<file path="src/rtl/encoder_pkg.sv">
// -----------------------------------------------------------------------------
// encoder_pkg
//
// Shared definitions for the encoder register block and the sampler that
// arbitrates its MMIO port:
//   - register offsets of the encoder block
//   - bus word type and a packed bus command used by the sampler's bus mux
//   - FSM state encoding of the sampler
// -----------------------------------------------------------------------------
package encoder_pkg;

    typedef logic [31:0] bus_word_t;

    // Encoder register block offsets.
    localparam bus_word_t REG_CTRL     = 32'h0000_0000;
    localparam bus_word_t REG_STATUS   = 32'h0000_0004;
    localparam bus_word_t REG_POSITION = 32'h0000_0008;
    localparam bus_word_t REG_VELOCITY = 32'h0000_000C;

    // Sampler sequencer states.
    typedef enum logic [2:0] {
        IDLE,
        HOST_RD,
        SAMP_POS,
        SAMP_VEL,
        SAMP_CAP
    } state_e;

    // One cycle of traffic on the encoder MMIO port.
    typedef struct packed {
        logic      we;
        logic      re;
        bus_word_t addr;
        bus_word_t wdata;
    } bus_cmd_t;

    localparam bus_cmd_t BUS_IDLE = '{we: 1'b0, re: 1'b0, addr: '0, wdata: '0};

    // Sampler-issued read of one encoder register.
    function automatic bus_cmd_t bus_read(input bus_word_t addr);
        bus_cmd_t cmd;
        cmd      = BUS_IDLE;
        cmd.re   = 1'b1;
        cmd.addr = addr;
        return cmd;
    endfunction

endpackage

</file>
<file path="src/rtl/encoder_sampler_if.sv">
// -----------------------------------------------------------------------------
// encoder_sampler_if
//
// Host-side request/response signals plus the downstream MMIO port of the
// encoder register block, bundled so the sampler sees one port.
//
//   host_req/host_we/host_addr/host_wdata : host request, held until accepted
//   host_ready                            : request accepted this cycle
//   host_rvalid/host_rdata                : 1-cycle read response
//   bus_addr/bus_we/bus_re/bus_wdata      : commands to the encoder block
//   bus_rdata                             : registered read data (cycle after re)
//
// Modports:
//   slave  : the sampler (consumes host requests, drives the encoder bus)
//   master : the environment (host + encoder block)
// -----------------------------------------------------------------------------
interface encoder_sampler_if;
    import encoder_pkg::*;

    logic      host_req;
    logic      host_we;
    bus_word_t host_addr;
    bus_word_t host_wdata;
    logic      host_ready;
    logic      host_rvalid;
    bus_word_t host_rdata;

    bus_word_t bus_addr;
    logic      bus_we;
    logic      bus_re;
    bus_word_t bus_wdata;
    bus_word_t bus_rdata;

    modport slave (
        input  host_req, host_we, host_addr, host_wdata,
        output host_ready, host_rvalid, host_rdata,
        output bus_addr, bus_we, bus_re, bus_wdata,
        input  bus_rdata
    );

    modport master (
        output host_req, host_we, host_addr, host_wdata,
        input  host_ready, host_rvalid, host_rdata,
        input  bus_addr, bus_we, bus_re, bus_wdata,
        output bus_rdata
    );

endinterface

</file>
<file path="src/rtl/encoder_sample_timer.sv">
// -----------------------------------------------------------------------------
// encoder_sample_timer
//
// Period counter for the autonomous sampler. While enabled with a non-zero
// period it counts 0..sample_period-1 and ticks on the last count. A tick
// sets a pending request that the sequencer consumes when it starts a
// sample; a tick that finds a request still pending raises a sticky overrun.
//
// Ports:
//   clk, reset      : clock, synchronous active-high reset
//   sample_en       : enable periodic sampling
//   sample_period   : cycles between ticks, 0 disables the timer
//   ovr_clr         : clear overrun (a simultaneous new overrun wins)
//   sample_start    : sequencer is issuing the position read this cycle
//   sample_due      : a sample is requested (pending, or ticking right now)
//   overrun         : sticky overrun flag
// -----------------------------------------------------------------------------
module encoder_sample_timer #(
    parameter int PERIOD_W = 16
) (
    input  logic                clk,
    input  logic                reset,
    input  logic                sample_en,
    input  logic [PERIOD_W-1:0] sample_period,
    input  logic                ovr_clr,
    input  logic                sample_start,
    output logic                sample_due,
    output logic                overrun
);

    localparam logic [PERIOD_W-1:0] ONE = PERIOD_W'(1);

    logic [PERIOD_W-1:0] count_q;
    logic                tick_pending_q;
    logic                run;
    logic                tick;
    logic                overrun_event;

    assign run  = sample_en && (sample_period != '0);
    // >= rather than == so a period shrunk below the current count still
    // wraps instead of running all the way round the counter.
    assign tick = run && (count_q >= sample_period - ONE);

    assign overrun_event = tick && tick_pending_q;

    // Including the live tick lets an idle sequencer start in the tick cycle
    // itself rather than one cycle later.
    assign sample_due = tick_pending_q || tick;

    always_ff @(posedge clk) begin
        // NOTE: registers use non-blocking assignments so every statement here
        // reads the pre-edge values, independent of statement order.
        if (reset) begin
            count_q        <= '0;
            tick_pending_q <= 1'b0;
            overrun        <= 1'b0;
        end else begin
            if (!run) begin
                count_q        <= '0;
                tick_pending_q <= 1'b0;
            end else begin
                count_q <= tick ? '0 : count_q + ONE;
                // A new tick outranks the consume in the same cycle.
                if (tick) begin
                    tick_pending_q <= 1'b1;
                end else if (sample_start) begin
                    tick_pending_q <= 1'b0;
                end
            end

            // Set has priority over clear.
            if (overrun_event) begin
                overrun <= 1'b1;
            end else if (ovr_clr) begin
                overrun <= 1'b0;
            end
        end
    end

endmodule

</file>
<file path="src/rtl/encoder_sampler.sv">
// -----------------------------------------------------------------------------
// encoder_sampler
//
// Shares the encoder register block's MMIO port between a host and a periodic
// sampler. Host accesses pass straight through while the sampler is idle; a
// pending sample takes priority and performs back-to-back reads of POSITION
// and VELOCITY, then publishes both in the same cycle with a samp_valid pulse.
//
// Ports:
//   clk, reset      : clock, synchronous active-high reset
//   bus_if          : host request/response and encoder MMIO port (slave)
//   sample_en       : enable periodic sampling
//   sample_period   : cycles between sample ticks, 0 disables sampling
//   ovr_clr         : clear the overrun flag
//   samp_valid      : 1-cycle pulse, snapshot updated
//   samp_position   : last sampled position
//   samp_velocity   : last sampled velocity
//   overrun         : sticky, a tick arrived while one was still pending
// -----------------------------------------------------------------------------
module encoder_sampler
    import encoder_pkg::*;
#(
    parameter int PERIOD_W = 16
) (
    input  logic                clk,
    input  logic                reset,
    encoder_sampler_if.slave    bus_if,
    input  logic                sample_en,
    input  logic [PERIOD_W-1:0] sample_period,
    input  logic                ovr_clr,
    output logic                samp_valid,
    output logic [31:0]         samp_position,
    output logic [31:0]         samp_velocity,
    output logic                overrun
);

    state_e    state_q;
    bus_word_t pos_hold_q;
    bus_cmd_t  cmd;
    logic      host_ready;
    logic      host_rvalid;
    bus_word_t host_rdata;
    logic      sample_due;
    logic      sample_start;

    assign sample_start = (state_q == SAMP_POS);

    encoder_sample_timer #(
        .PERIOD_W (PERIOD_W)
    ) u_timer (
        .clk           (clk),
        .reset         (reset),
        .sample_en     (sample_en),
        .sample_period (sample_period),
        .ovr_clr       (ovr_clr),
        .sample_start  (sample_start),
        .sample_due    (sample_due),
        .overrun       (overrun)
    );

    // Bus mux and host handshake. Host requests are forwarded in the same
    // cycle they are accepted, so this path is combinational.
    always_comb begin
        // NOTE: every output gets a default first; a branch that forgot one
        // would otherwise infer a latch.
        cmd         = BUS_IDLE;
        host_ready  = 1'b0;
        host_rvalid = 1'b0;
        host_rdata  = '0;

        unique case (state_q)
            IDLE: begin
                // A pending sample blocks the host; reset blocks acceptance
                // so nothing reaches the encoder while the sequencer clears.
                if (!sample_due && bus_if.host_req && !reset) begin
                    host_ready = 1'b1;
                    cmd.we     = bus_if.host_we;
                    cmd.re     = !bus_if.host_we;
                    cmd.addr   = bus_if.host_addr;
                    cmd.wdata  = bus_if.host_we ? bus_if.host_wdata : '0;
                end
            end
            HOST_RD: begin
                host_rvalid = 1'b1;
                host_rdata  = bus_if.bus_rdata;
            end
            SAMP_POS: cmd = bus_read(REG_POSITION);
            SAMP_VEL: cmd = bus_read(REG_VELOCITY);
            SAMP_CAP: cmd = BUS_IDLE;
            default:  cmd = BUS_IDLE;
        endcase
    end

    assign bus_if.bus_we      = cmd.we;
    assign bus_if.bus_re      = cmd.re;
    assign bus_if.bus_addr    = cmd.addr;
    assign bus_if.bus_wdata   = cmd.wdata;
    assign bus_if.host_ready  = host_ready;
    assign bus_if.host_rvalid = host_rvalid;
    assign bus_if.host_rdata  = host_rdata;

    // Sequencer. bus_rdata is registered by the encoder block, so each read's
    // data is captured one state after the read is issued.
    always_ff @(posedge clk) begin
        if (reset) begin
            state_q       <= IDLE;
            // NOTE: the holding register is cleared as well, so a reset in the
            // middle of a sequence cannot leak a stale half-snapshot later.
            pos_hold_q    <= '0;
            samp_position <= '0;
            samp_velocity <= '0;
            samp_valid    <= 1'b0;
        end else begin
            samp_valid <= 1'b0;
            unique case (state_q)
                IDLE: begin
                    if (sample_due) begin
                        state_q <= SAMP_POS;
                    end else if (host_ready && !bus_if.host_we) begin
                        state_q <= HOST_RD;
                    end
                end
                HOST_RD:  state_q <= IDLE;
                SAMP_POS: state_q <= SAMP_VEL;
                SAMP_VEL: begin
                    pos_hold_q <= bus_if.bus_rdata;
                    state_q    <= SAMP_CAP;
                end
                SAMP_CAP: begin
                    // Both halves update together: the snapshot is never torn.
                    samp_position <= pos_hold_q;
                    samp_velocity <= bus_if.bus_rdata;
                    samp_valid    <= 1'b1;
                    state_q       <= IDLE;
                end
                default: state_q <= IDLE;
            endcase
        end
    end

endmodule

</file>
<file path="src/flat_wrapper.sv">
// flat-port wrapper written by rule: the top's interface ports become plain ports
module encoder_sampler_flat import encoder_pkg::*;
#(
    parameter int PERIOD_W = 16
)
  (clk, reset, sample_en, sample_period, ovr_clr, samp_valid, samp_position, samp_velocity, overrun, bus_if_host_req, bus_if_host_we, bus_if_host_addr, bus_if_host_wdata, bus_if_host_ready, bus_if_host_rvalid, bus_if_host_rdata, bus_if_bus_addr, bus_if_bus_we, bus_if_bus_re, bus_if_bus_wdata, bus_if_bus_rdata);
  encoder_sampler_if bus_if_i ();
  input  logic clk;
  input  logic reset;
  input  logic sample_en;
  input  logic [PERIOD_W-1:0] sample_period;
  input  logic ovr_clr;
  output logic samp_valid;
  output logic [31:0] samp_position;
  output logic [31:0] samp_velocity;
  output logic overrun;
  input wire logic [$bits(bus_if_i.host_req)-1:0] bus_if_host_req;
  input wire logic [$bits(bus_if_i.host_we)-1:0] bus_if_host_we;
  input wire logic [$bits(bus_if_i.host_addr)-1:0] bus_if_host_addr;
  input wire logic [$bits(bus_if_i.host_wdata)-1:0] bus_if_host_wdata;
  output wire logic [$bits(bus_if_i.host_ready)-1:0] bus_if_host_ready;
  output wire logic [$bits(bus_if_i.host_rvalid)-1:0] bus_if_host_rvalid;
  output wire logic [$bits(bus_if_i.host_rdata)-1:0] bus_if_host_rdata;
  output wire logic [$bits(bus_if_i.bus_addr)-1:0] bus_if_bus_addr;
  output wire logic [$bits(bus_if_i.bus_we)-1:0] bus_if_bus_we;
  output wire logic [$bits(bus_if_i.bus_re)-1:0] bus_if_bus_re;
  output wire logic [$bits(bus_if_i.bus_wdata)-1:0] bus_if_bus_wdata;
  input wire logic [$bits(bus_if_i.bus_rdata)-1:0] bus_if_bus_rdata;
  assign bus_if_i.host_req = bus_if_host_req;
  assign bus_if_i.host_we = bus_if_host_we;
  assign bus_if_i.host_addr = bus_if_host_addr;
  assign bus_if_i.host_wdata = bus_if_host_wdata;
  assign bus_if_host_ready = bus_if_i.host_ready;
  assign bus_if_host_rvalid = bus_if_i.host_rvalid;
  assign bus_if_host_rdata = bus_if_i.host_rdata;
  assign bus_if_bus_addr = bus_if_i.bus_addr;
  assign bus_if_bus_we = bus_if_i.bus_we;
  assign bus_if_bus_re = bus_if_i.bus_re;
  assign bus_if_bus_wdata = bus_if_i.bus_wdata;
  assign bus_if_i.bus_rdata = bus_if_bus_rdata;
  encoder_sampler #(.PERIOD_W(PERIOD_W)) u_core (.clk(clk), .reset(reset), .bus_if(bus_if_i), .sample_en(sample_en), .sample_period(sample_period), .ovr_clr(ovr_clr), .samp_valid(samp_valid), .samp_position(samp_position), .samp_velocity(samp_velocity), .overrun(overrun));
endmodule
</file>
<file path="config.mk">
export PLATFORM = sky130hd
export DESIGN_NAME = encoder_sampler_flat
export DESIGN_NICKNAME = d
export VERILOG_FILES = /design/src/rtl/encoder_pkg.sv /design/src/rtl/encoder_sampler_if.sv /design/src/rtl/encoder_sample_timer.sv /design/src/rtl/encoder_sampler.sv /design/src/flat_wrapper.sv
export SDC_FILE = /design/constraint.sdc
export NUM_CORES = 1
export LEC_CHECK = 0
export ABC_AREA = 0
export BUFFER_PORTS_ARGS = -buffer_cell sky130_fd_sc_hd__buf_2
export CORE_UTILIZATION = 46
export DETAILED_ROUTE_END_ITERATION = 10
export PLACE_DENSITY = 0.78
export SYNTH_ARGS = -nofsm -noshare
export SYNTH_HDL_FRONTEND = slang
export SYNTH_SLANG_ARGS = --single-unit
</file>
<file path="constraint.sdc">
create_clock -name clk -period 5.6 [get_ports clk]
set_input_delay 1.12 -clock clk [delete_from_list [all_inputs] [get_ports clk]]
set_output_delay 1.12 -clock clk [all_outputs]
set_load 0.05 [all_outputs]
</file>
; ---- Word-level counts from Yosys, hierarchy flattened
; Cells that the tools add are included.
; W data, S select, Z words.
[op_classes]
n_bitwise = 1
order_cmp = 1
n_reduce_logical = 16
n_addsub = 2
n_eq_ne = 5
muxes = 15
[op_table]
columns = operator, n
row1 = $pmux W66 S3, 1
row2 = $mux W66, 1
row3 = $mux W32, 2
row4 = $add A16 B1 Y16 const B, 1
row5 = $ge A16 B16 Y1, 1
row6 = $reduce_bool A16 Y1, 1
row7 = $sub A16 B1 Y16 const B, 1
row8 = $pmux W3 S3, 1
row9 = $mux W1, 8
row10 = $eq A3 B2 Y1 const B, 2
row11 = $logic_and A1 B1 Y1, 6
row12 = $mux W3, 2
row13 = $reduce_bool A2 Y1, 2
row14 = $eq A3 B1 Y1 const B, 1
row15 = $eq A3 B3 Y1 const B, 1
row16 = $logic_not A1 Y1, 3
row17 = $logic_not A3 Y1, 1
row18 = $ne A3 B1 Y1 const B, 1
row19 = $reduce_or A3 Y1, 1
row20 = $reduce_or A2 Y1, 1
row21 = $logic_or A1 B1 Y1, 1
row22 = $not A1 Y1, 1
[totals]
input_bits = 118
ff_bits = 118
word_cells = 48

; ---- Longest topological paths before layout
[logic_depth]
ltp_word = 13
mapped_depth = 13
ltp_nobuf = 12

; ---- Modules after synthesis
; From an unflattened synthesis, not the netlist that was laid out.
[unflattened]
hier_cells = 716
area_unflattened_um2 = 6463.7
[by_module_without_submodules]
columns = module, cells_per_inst, area_per_inst_um2, n_inst
row1 = encoder_sampler, 553, 5066.1, 1
row2 = encoder_sample_timer, 163, 1397.6, 1

; ---- Least setup slack after synthesis
; No wires, ideal clock.
[synth_path]
kind = in2out
startpoint = in sample_period[9]
endpoint = out bus_if_bus_wdata[3]
arrival_ps = 4337
stages = 11
required_time_ps = 4480
setup_slack_ps = 143
cell_sequence = nor3_1 > nand4b_1 > nor3_1 > xnor2_1 > ha_1 > a21oi_1 > nor2_1 > a211oi_1 > a31oi_2 > buf_2 > nor3b_1
[synth_via]
elab_chain_len = 9
[synth_lines]
columns = element, line
row1 = "start, declared", flat_wrapper.sv:11  ; input logic [PERIOD_W-1:0] sample_period;
row2 = $sub A16 B1 Y16 or $reduce_bool A16 Y1 (tied branches), "encoder_sample_timer.sv:42, encoder_sample_timer.sv:39"
row3 = $ge A16 B16 Y1 or $logic_and A1 B1 Y1 (tied branches), "encoder_sample_timer.sv:42, encoder_sample_timer.sv:39"
row4 = $logic_and A1 B1 Y1 *, encoder_sample_timer.sv:42  ; assign tick = run && (count_q >= sample_period - ONE);
row5 = $logic_or A1 B1 Y1 *, encoder_sample_timer.sv:48  ; assign sample_due = tick_pending_q || tick;
row6 = $logic_not A1 Y1 *, encoder_sampler.sv:75  ; if (!sample_due && bus_if.host_req && !reset) begin
row7 = $logic_and A1 B1 Y1 * (2 in a row), encoder_sampler.sv:75
row8 = $mux W66 *, encoder_sampler.sv:75
row9 = $pmux W66 S3 *, encoder_sampler.sv:71  ; unique case (state_q)
row10 = "end, declared", flat_wrapper.sv:27  ; output wire logic [$bits(bus_if_i.bus_wdata)-1:0] bus_if_bus_wdata;
; Mark *: on every way between the ends. The rest lies on a longest branch, timed or not.

; ---- Worst setup path in the final report
[layout_path]
startpoint = in sample_period[0]
endpoint = out bus_if_bus_addr[3]
[layout_via]
elab_chain_len = 9
[layout_lines]
columns = element, line
row1 = $sub A16 B1 Y16 or $reduce_bool A16 Y1 (tied branches), "encoder_sample_timer.sv:42, encoder_sample_timer.sv:39"
row2 = $ge A16 B16 Y1 or $logic_and A1 B1 Y1 (tied branches), "encoder_sample_timer.sv:42, encoder_sample_timer.sv:39"
row3 = $logic_and A1 B1 Y1 *, encoder_sample_timer.sv:42
row4 = $logic_or A1 B1 Y1 *, encoder_sample_timer.sv:48
row5 = $logic_not A1 Y1 *, encoder_sampler.sv:75
row6 = $logic_and A1 B1 Y1 * (2 in a row), encoder_sampler.sv:75
row7 = $mux W66 *, encoder_sampler.sv:75
row8 = $pmux W66 S3 *, encoder_sampler.sv:71
row9 = "end, declared", flat_wrapper.sv:24  ; output wire logic [$bits(bus_if_i.bus_addr)-1:0] bus_if_bus_addr;
; Marked as above.

==> results_dict.tcl <==
set metrics [dict create \
    cts-root-buf "clkbuf_16" \
    p_leak_nw 3.71 \
    synth_area_leaders "dfxtp_1 41%, nand2_1 15%, a21oi_1 8.8%" \
    drtPass1Iterations 6 \
    rr_worst_depth 7 \
    path_max_fanout 69 \
    crit_required_ns 4.48 \
    num_rows 40 \
    die_h_um 114 \
    ctsResizeCount 0 \
    synth_area_um2 5730 \
    worst_slew_pin_slew_ns 1.12 \
    final.setup.tns_ns 0 \
    rsz0062_at_grt "false" \
    cp.arrival_ns 4.23 \
    ys_ff_latch 118 \
    maxSlewHeadroom_pct 25.4 \
    gp_congestion 0.946 \
    drv_cap 0 \
    via_per_inst 5.02 \
    hold_buffers 0 \
    synth_edf_count 0 \
    crit_start "sample_period[0]" \
    path_cells "buf_2 > inv_1 > ha_1 > nor2b_1 > nand4_2 > nor3_1 > xnor2_1 > ha_1 > nand4_1 > nor3_1 > o311ai_2 > a31oi_4 > buf_12 > o21ai_1 > buf_2" \
    worst-path-buf-inv 4 \
    drt_iter0_markers 386 \
    setup_violations 0 \
    drive_gt1_share_pct 35.6 \
    slowest_delay_ns 0.33 \
    ir_drop_mv 0.213 \
    yosysTopAreaCell "dfxtp_1" \
    r2r_slack_ns 3.31 \
    cp.depth 15 \
    grt_pass1_vias 5334 \
    critical-path-top-delay-family "simple AND/OR/NAND/NOR gates" \
    clkSinkCount 118 \
    post_cts_buffers 0 \
    overflow 0 \
    slowest_stage "nor3_1" \
    htree_levels 4 \
    io_pins 284 \
    worstSetupPathType "in -> out" \
    grt_max_degree 102 \
    dp_hpwl_mm 12.3 \
    outcome "complete, no violations" \
    start_util_pct 47.5 \
    portBuffers 283 \
    avgSynthCellArea_um2 7.68 \
    skew_ns 0.00907 \
    vias 5960 \
    ys_types 40 \
    synth-main-ff-cell "dfxtp_1" \
    tritoncts "done" \
    power.density_nw_per_um2 277 \
    clock_latency_ns 0.41 \
    worstSetupEndpoint "bus_if_bus_addr[3]" \
    r2r-start "u_core.u_timer.count_q[1]$_SDFF_PP0_" \
    yosysTopAreaCellShare_pct 41.2 \
    final_util_pct 65.2 \
    clk_pin_slew_ns 0.06 \
    maxSlewViolCount 0 \
    fin_crit_ns 5.35 \
    drc 0 \
    endpoint_kind "output pin" \
    dieArea_um2 12900 \
    syn_inst 746 \
    drt_wl_total_mm 17.3 \
    die_x_um 114 \
    grtUsageTotal_pct 26.5 \
    core_um2 12100 \
    clock_path_buffers 2 \
    timing.rr.end "u_core.state_q[1]$_SDFFE_PP0P_" \
    finalCritPeriodShare_pct 95.6 \
    antenna_found_initial 4 \
    cts_inserted_buffers 17 \
    hold_path.class "reg -> reg" \
    wl_per_cell_um 14.6 \
    crit_path_start_kind "input pin" \
    hold_viol_final 0 \
    detail-route-antenna-nets 0 \
    yosysSeqAreaShare_pct 41.2 \
    syn_to_final_growth_pct 37.2 \
    fmax_ghz 0.187 \
    synth_warnings 0 \
    async_flop_share_pct 0 \
    syn-num-nets 882 \
    grt_pass1_wl_mm 26.6 \
    fin_nets 1139 \
]
-- per-stage QoR --
stage                     hold slack (ns)  instance area (um^2)  power (mW)  setup WS (ns)  instances
after global routing                0.462                  7860        2.25         0.0178       1188
after detailed placement            0.442                  7240        1.09          0.291       1152
final                               0.449                  7860        2.18          0.247       1188
after CTS                           0.450                  7850        2.20          0.277       1184
after floorplan                     0.432                  5730        1.01          0.143        746
after global placement              0.438                  7240        1.09          0.399       1152
-- layout by cell type, fill, tap and decap left out, drive strengths merged, types with 2 or more instances in the layout --
master / count
nor2: 55
ha: 18
nand3: 8
dfxtp: 118
and4: 3
clkinvlp: 2
nand2: 233
clkinv: 6
nand2b: 3
a21oi: 101
nor2b: 3
clkbuf: 21
inv: 7
nor3b: 36
nor3: 11
o211a: 2
a31oi: 2
xor2: 17
and2: 3
nand4: 6
nor4: 2
diode: 4
xnor2: 11
bufinv: 3
o21ai: 7
and3: 36
buf: 291
-- synthesized netlist by cell type (2+ instances only) --
library cell / count
nand3_1: 8
inv_1: 7
nand4_1: 4
dfxtp_1: 118
nor3b_1: 6
o21ai_1: 4
and4_1: 3
nand2b_1: 3
nor3_1: 11
nor2b_1: 3
buf_2: 9
xnor2_1: 11
xor2_1: 17
and3_1: 36
buf_1: 3
nor3b_2: 30
o21ai_0: 3
ha_1: 18
o211a_1: 2
nand2_1: 233
clkbuf_1: 41
nor2_1: 55
and2_1: 3
nand4_2: 2
a21oi_1: 101
-- cell families after synthesis --
family | count (synthesis) | share of synthesized area [%]
simple gates | 404 | 35.3
compound gates | 118 | 11.1
flops | 118 | 41.2
buf+inv | 60 | 4.13
xor+xnor | 28 | 4.28
fa+ha+maj | 18 | 3.93
-- area by class of cell --
cell class,instances,area [um^2]
Fill cell,1077,4200
Inverter,7,26.3
Sequential cell,118,2360
Multi-Input combinational cell,568,3150
Tap cell,168,210
Antenna cell,4,10.0
Timing Repair Buffer,291,1490
Clock buffer,21,460
Clock inverter,11,150
-- report_power, final --
group / internal (mW) / total, mW / leakage, nW / switching [mW]
registers: 0.841 / 0.842 / 0.950 / 0.00120
logic: 0.0735 / 0.234 / 2.46 / 0.161
clock network: 0.724 / 1.10 / 0.293 / 0.380
total: 1.64 / 2.18 / 3.71 / 0.542
-- per-layer routing --
layer	up-vias	wire length [um]	share of wire [%]	track usage [%]
li1	2994	-	-	-
met1	2719	7220	42	30.4
met2	220	8860	51	47.6
met3	27	804	4.6	5.05
met4	0	457	2.6	12.4
met5	-	0	0	0
-- registers in the layout (all words and copies together), names as in the netlist --
signal,flops
u_core.pos_hold_q,32
u_core.samp_position,32
u_core.samp_velocity,32
u_core.u_timer.count_q,16
u_core.state_q,3
u_core.samp_valid,1
u_core.u_timer.overrun,1
u_core.u_timer.tick_pending_q,1
-- worst reg2reg max path: stages (launching register included) --
cell and delay, ns:
dfxtp_1 0.42, ha_1 0.27, nor2b_1 0.13, o211a_1 0.22, o311ai_2 0.42, a31oi_4 0.17, buf_12 0.24, o31a_1 0.30
-- how the worst min path moves through the flow --
stage | startpoint | end | slack, ns | cells after the start
global placement | u_core.pos_hold_q[15]$_SDFFE_PP0N_ | u_core.samp_position[15]$_SDFFE_PP0P_ | 0.44 | 2
detailed placement | u_core.pos_hold_q[31]$_SDFFE_PP0N_ | u_core.samp_position[31]$_SDFFE_PP0P_ | 0.44 | 2
global route | u_core.pos_hold_q[15]$_SDFFE_PP0N_ | u_core.samp_position[15]$_SDFFE_PP0P_ | 0.46 | 2
CTS | u_core.pos_hold_q[9]$_SDFFE_PP0N_ | u_core.samp_position[9]$_SDFFE_PP0P_ | 0.45 | 2
finish | u_core.samp_velocity[24]$_SDFFE_PP0P_ | u_core.samp_velocity[24]$_SDFFE_PP0P_ | 0.45 | 2
floorplan | u_core.pos_hold_q[0]$_SDFFE_PP0N_ | u_core.samp_position[0]$_SDFFE_PP0P_ | 0.43 | 2
No activity file was read; power rests on OpenSTA's default activity.
